File: config.mk
export PLATFORM = sky130hd
export DESIGN_NAME = wb_arbiter
export DESIGN_NICKNAME = d
export VERILOG_FILES = /design/src/rtl/wb_arbiter.sv
export SDC_FILE = /design/constraint.sdc
export NUM_CORES = 1
export LEC_CHECK = 0
export CAP_MARGIN = 20
export CORE_MARGIN = 5
export CORE_UTILIZATION = 44
export CTS_CLUSTER_DIAMETER = 80
export DETAILED_ROUTE_END_ITERATION = 12
export GPL_TIMING_DRIVEN = 1
export PLACE_DENSITY = 0.75
export SLEW_MARGIN = 0
export SYNTH_ARGS = -nofsm -noshare
export SYNTH_HDL_FRONTEND = slang
export SYNTH_SLANG_ARGS = --single-unit
File: constraint.sdc
create_clock -name clk -period 2.7 [get_ports clk]
set_clock_uncertainty 0.2 [all_clocks]
set_input_delay 0.27 -clock clk [delete_from_list [all_inputs] [get_ports clk]]
set_output_delay 0.27 -clock clk [all_outputs]
set_load 0.02 [all_outputs]
File: src/rtl/wb_arbiter.sv
// Register-file write-port arbiter: pipeline writeback vs queued aux results.
// Optional WB_ARB_STARVE_EN adds a starvation counter that forces a FIFO drain.
module wb_arbiter #(
    parameter int DATA_W     = 32,
    parameter int REG_W      = 5,
    parameter int DEPTH      = 2,
    parameter int STARVE_MAX = 4
) (
    input  logic              clk,
    input  logic              rst_n,
    input  logic              pipe_valid,
    input  logic [REG_W-1:0]  pipe_rd,
    input  logic [DATA_W-1:0] pipe_data,
    input  logic              aux_valid,
    output logic              aux_ready,
    input  logic [REG_W-1:0]  aux_rd,
    input  logic [DATA_W-1:0] aux_data,
    output logic              pipe_stall,
    output logic              rf_we,
    output logic [REG_W-1:0]  rf_waddr,
    output logic [DATA_W-1:0] rf_wdata
);

    localparam int PW = $clog2(DEPTH);
    localparam logic [PW:0] FULL = (PW+1)'(DEPTH);

    logic [REG_W-1:0]  q_rd   [DEPTH];
    logic [DATA_W-1:0] q_data [DEPTH];
    logic [DEPTH-1:0]  q_ok;
    logic [PW-1:0]     rd_ptr;
    logic [PW-1:0]     wr_ptr;
    logic [PW:0]       count;

    logic nonempty;
    logic push;
    logic pop;
    logic pipe_acc;
    logic kill_en;

    assign nonempty  = (count != '0);
    assign aux_ready = (count < FULL);
    assign push      = aux_valid && aux_ready;
    assign pipe_acc  = pipe_valid && !pipe_stall;
    assign pop       = nonempty && !pipe_acc;
    assign kill_en   = pipe_acc && (pipe_rd != '0);

`ifdef WB_ARB_STARVE_EN
    localparam logic [3:0] SMAX = 4'(STARVE_MAX);
    logic [3:0] starve_cnt;

    assign pipe_stall = nonempty && (starve_cnt == SMAX);

    always_ff @(posedge clk or negedge rst_n) begin
        if (!rst_n) begin
            starve_cnt <= '0;
        end else if (!nonempty || pop) begin
            starve_cnt <= '0;
        end else if (starve_cnt != SMAX) begin
            starve_cnt <= starve_cnt + 4'd1;
        end
    end
`else
    assign pipe_stall = 1'b0;
`endif

    // Payload needs no reset: q_ok and count gate every use of it.
    always_ff @(posedge clk) begin
        if (push) begin
            q_rd[wr_ptr]   <= aux_rd;
            q_data[wr_ptr] <= aux_data;
        end
    end

    always_ff @(posedge clk or negedge rst_n) begin
        if (!rst_n) begin
            q_ok   <= '0;
            rd_ptr <= '0;
            wr_ptr <= '0;
            count  <= '0;
        end else begin
            // Aux results are older than a concurrent pipe write: kill WAW.
            for (int i = 0; i < DEPTH; i++) begin
                if (kill_en && q_rd[i] == pipe_rd) begin
                    q_ok[i] <= 1'b0;
                end
            end
            if (push) begin
                q_ok[wr_ptr] <= !(kill_en && aux_rd == pipe_rd);
                wr_ptr       <= wr_ptr + 1'b1;
            end
            if (pop) begin
                rd_ptr <= rd_ptr + 1'b1;
            end
            case ({push, pop})
                2'b10:   count <= count + 1'b1;
                2'b01:   count <= count - 1'b1;
                default: count <= count;
            endcase
        end
    end

    always_ff @(posedge clk or negedge rst_n) begin
        if (!rst_n) begin
            rf_we    <= 1'b0;
            rf_waddr <= '0;
            rf_wdata <= '0;
        end else if (pipe_acc) begin
            rf_we    <= (pipe_rd != '0);
            rf_waddr <= pipe_rd;
            rf_wdata <= pipe_data;
        end else if (pop) begin
            rf_we    <= q_ok[rd_ptr] && (q_rd[rd_ptr] != '0);
            rf_waddr <= q_rd[rd_ptr];
            rf_wdata <= q_data[rd_ptr];
        end else begin
            rf_we <= 1'b0;
        end
    end

endmodule

* After elaboration in Yosys (flattened, before gate mapping) *
Memory sizes are Yosys's and may differ from the RTL's.
Cells that the tools add are included.

storage, ports and cells
  register bits after elaboration = 44
  memory bits (writable) = 74
  input port bits = 78
  output and inout port bits = 40
  word-level logic and storage cells = 54
  memories = 2

operators by class
  add/sub/neg operators = 4
  $lt $le $gt $ge = 4
  equal/unequal tests = 5
  muxes and demuxes = 17
  reduce and logical (&&, ||, !) cells = 15

memories
  memory  words  width  read ports  clocked after Yosys merged registers in  write ports  RTL line  RTL
  q_data  2      32     1           0                                        1            28        logic [DATA_W-1:0] q_data [DEPTH];
  q_rd    2      5      3           0                                        1            27        logic [REG_W-1:0] q_rd [DEPTH];

operator list
  cell                                                                           count
  32-bit two-way mux                                                             2
  5-bit equality test                                                            3
  5-bit two-way mux                                                              2
  5-bit nonzero test                                                             2
  1-bit two-way mux                                                              9
  1-bit logical AND                                                              8
  2-bit nonzero test                                                             3
  1-bit by 2-bit less-than comparator with 1-bit output (second input constant)  2
  2-bit one-hot mux with 2 select lines                                          1
  1-bit adder (second input constant)                                            2
  2-bit by 1-bit adder with 2-bit output (second input constant)                 1
  2-bit bitwise mux                                                              1
  2-bit by 1-bit equality test with 1-bit output (second input constant)         1
  2-bit equality test (second input constant)                                    1
  1-bit zero test                                                                2
  2-bit less-than comparator (second input constant)                             1
  2-bit two-way mux                                                              1
  2-bit by 1-bit subtractor with 2-bit output (second input constant)            1
  1-bit demux with 1-bit select                                                  1
  1-bit greater-or-equal comparator (second input constant)                      1

* Depth between registers and ports, before layout *
  depth after elaboration = 6
  mapped depth = 7
  mapped depth without buffers = 6

* Worst setup path after synthesis *
No wires, ideal clock.

  path type = register to register
  start point = reg count[1]
  end point = mem q_data[0][0] (enable)
  setup time = 0.434 ns
  arrival = 2.359 ns
  required time = 2.066 ns
  slack = -0.293 ns
  cell stages (with the launch flop) = 4
  period minus slack after synthesis = 2.993 ns
  cells stage by stage = dfrtp_1 -> inv_1 -> nand2_1 -> nor2_1

on the way
  word-level cells in the longest chain between the ends = 4

RTL lines
  element                                  RTL line  RTL
  from (decl)                              32        logic [PW:0] count;
  from (signal assigned)                   95        2'b10: count <= count + 1'b1;
  from (signal assigned)                   96        2'b01: count <= count - 1'b1;
  from (signal assigned)                   97        default: count <= count;
  2-bit less-than comparator               41        assign aux_ready = (count < FULL);
  named net aux_ready                      15        output logic aux_ready,
  1-bit logical AND                        42        assign push = aux_valid && aux_ready;
  1-bit two-way mux                        68        if (push) begin
  1-bit two-way mux (implied by the code)  70        q_data[wr_ptr] <= aux_data;
  to (decl)                                28

The timed path passes the listed nets, and every way through them passes these cells.

* Worst setup path after layout *
  start point = reg count[1]
  end point = out aux_ready

on the way
  word-level cells in the longest chain between the ends = 1

RTL lines
  element                     RTL line
  2-bit less-than comparator  41
  to (decl)                   15

Every way passes these cells.

==> summary.md <==
| Metric | Value |
|---|---|
| Status | `completed` |
| Slew Viols, Final | `0` |
| Post_cts resized | `0` |
| Worst-path cell chain | `inv_1 -> clkdlybuf4s50_1` |
| CP startpoint kind | `register` |
| WL/cell | `~17 um` |
| Port bufs | `116` |
| Reg2reg end | `rf_we$_DFF_PN0_` |
| Postcts setup bufs | `0` |
| Fill count | `818` |
| CP required | `about 2.2 ns` |
| Largest net degree at the start of global routing | `65` |
| Gate power share | `29.5%` |
| Clock network power share | `32.5%` |
| CP endpoint kind | `output pin` |
| Grt total ovfl | `0` |
| Total net switching power | `2249 uW` |
| Area leader, netlist | `edfxtp_1` |
| EDFF count, synth | `74` |
| DP HPWL | `7146 um` |
| Area share of the largest cell type after synthesis | `a little under half` |
| R2R Setup Slk | `0.68 ns` |
| Crit path max-delay family | `buffers and inverters` |
| # DRC | `0` |
| Crit path max fanout | `4` |
| Max_cap viols | `0` |
| Root Driver | `clkbuf_8` |
| Pint | `approximately 4800 uW` |
| Die Wd | `approximately 110 um` |
| Most frequent cell after synthesis | `edfxtp_1` |
| Synth unique cells | `27` |
| CTS Buf Count | `17` |
| H-tree depth | `4` |
| Max Fclk | `457.7 MHz` |
| Avg Cell Area, Syn | `12.89 um^2` |
| Tmin final | `2.185 ns` |
| Num ports | `118` |
| Crit-path slowest cell | `clkdlybuf4s50_1` |
| Yosys reg bits | `118` |
| Share of power burned in registers | `38.0%` |
| Setup Viol. Count Final | `0` |
| Vias per inst | `5.031` |
| Ys Warns | `0` |
| Syn_nets | `450` |
| Layout net count | `574` |
| Placed cell area | `6092 um^2` |
| Buffers & Inverters on Critical Path | `2` |
| Rel. slew slack | `55.04%` |
| Die height | `114.3 um` |
| Post-synthesis cell count | `371` |
| Final wirelength | `10,720 um` |
| Drt pass-1 iters | `5` |
| Placer Congestion | `0.8953` |
| Endpoints failing hold | `0` |
| Sequential area share after synthesis | `69.49%` |
| Vias | `3,265` |
| Crit path largest cell delay | `~0.63 ns` |
| Switching part of the total | `32.03%` |
| Core region area | `10,750 um^2` |
| Number of global-route vias before repair | `3,436` |
| DR WL met3 | `605 um` |
| Maximum VDD drop | `0.0004665 V` |
| Rows | `38` |
| Initial antenna violation count | `1` |
| Synth-to-layout area growth | `41.10%` |
| Detail Route Antenna Nets | `0` |
| Most area-consuming cells after synthesis | `edfxtp_1 (46%), dfrtp_1 (23%), mux2i_1 (8.0%)` |
| Most frequent cells after synthesis | `edfxtp_1 (74), dfrtp_1 (44), nand2_1 (43)` |
| Fin util | `approximately 63%` |
| Wl on met1 | `4460 um` |
| Layout cells sized above 1 | `9.449%` |
| Leak | `0.002615 uW` |
| Clock latency on the worst-skew pair | `0.50 ns` |
| RSZ-0062 raised after global routing | `no` |
| Mapped Area | `~4800 um^2` |
| Clock sink total | `118` |
| Multi-input gate area | `1361 um^2` |
| Worst-margin pin slew | `0.6744 ns` |
| Critical path arrival | `1.71 ns` |
| Top Metal Used | `met4` |
| R2R Path Start | `rd_ptr$_DFFE_PN0P_` |
| TritonCTS clock tree | `done` |
| 1st-iter DRT viols | `198` |
| Initial Util | `44.50%` |
| Period utilization | `80.91%` |
| First-pass GRT wire length | `between 15,000 and 20,000 um` |
| Met2 routed WL | `5491 um` |
| Power per cell area | `between 1000 and 1500 nW/um^2` |
| Finished Cell Area | `6748 um^2` |
| GRT Resource Usage Total | `16.97%` |
| CTS Buffer Depth | `2` |
| Type of the worst setup path | `reg -> out` |
| Register-to-Register Path Depth | `4` |
| Setup TNS | `0 ns` |
| Die area | `13,050 um^2` |
| Clock slew at reported path FFs | `roughly 0.06 ns` |
| Fraction of registers with async set/reset | `37.29%` |
| Hold WC Path Type | `in -> async` |
| Register area | `3324 um^2` |
| Most used DFF post-synth | `edfxtp_1` |
[worst max-delay path by stage]
stage,start,end,slack (ns),cells after the start
CTS,count[1]$_DFFE_PN0P_,aux_ready,0.48,2
floorplan,count[1]$_DFFE_PN0P_,q_data[0][0]$_DFFE_PP_,0.34,3
global route,count[1]$_DFFE_PN0P_,aux_ready,0.44,2
global placement,pipe_rd[1],q_ok[1]$_DFF_PN0_,0.64,5
finish,count[1]$_DFFE_PN0P_,aux_ready,0.52,2
detailed placement,pipe_rd[1],q_ok[1]$_DFF_PN0_,0.56,5
[final cells by class]
cell class	instances	area share [%]
Timing Repair Buffer	127	18.84
Sequential cell	118	49.27
Multi-Input combinational cell	229	20.17
Inverter	2	0.1113
Antenna cell	1	0.03709
Clock inverter	15	2.837
Tap cell	140	2.596
Clock buffer	17	6.138
[kinds of logic after synthesis]
kind of cell               count (synthesis)  share of synthesized area, %
buffers and inverters                     24                         2.355
other                                      1                       0.07842
muxes                                     38                         7.954
and+or+nand+nor                           89                         7.431
DFF                                      118                         69.49
AOI/OAI and AO/OA                         80                         8.765
xor gates and xnor gates                  20                         3.663
adders and majority gates                  1                        0.2616
[registers in the layout, summed over array words and instances, names as in the netlist]
register	count
wr_ptr	1
q_rd	10
q_data	64
rf_waddr	5
q_ok	2
rf_we	1
rf_wdata	32
rd_ptr	1
count	2
[metal layers]
layer | track usage [%] | up-vias
li1 | - | 1576
met1 | 21.25 | 1560
met2 | 27.48 | 118
met3 | 4.281 | 11
met4 | 8.393 | 0
met5 | 0 | -
[cell usage in the layout (no fill, tap or decap), types with 13 or more instances in the layout]
cell	count
a21oi_1	32
xnor2_1	13
o21ai_0	42
clkbuf_16	16
edfxtp_1	74
nand2_1	43
clkdlybuf4s50_1	114
dfrtp_1	43
mux2i_1	38
nor2_1	34
[stage by stage]
step	hold WS, ns	std cells	total power (uW)	setup WS (ns)
floorplan	-0.2256	371	3928	0.3405
global placement	0.3052	613	4727	0.6383
detailed placement	0.3211	613	4779	0.5644
CTS	0.1014	647	7095	0.4803
global route	0.1202	649	7397	0.4423
finish	0.1087	649	7023	0.5153
[power groups by stage]
stage               sequential, uW  clock [uW]  combinational [uW]
floorplan                     2790           0                1140
finish                        2670        2280                2070
CTS                           2670        2330                2100
global route                  2710        2420                2260
detailed placement            2700           0                2080
global placement              2680           0                2050
[timing repair]
item                       4_1_cts  5_1_grt
setup endpoints to repair        0        0
hold endpoints to repair        50        0
hold buffers                     2        0
Power figures use the tool's default switching activity.
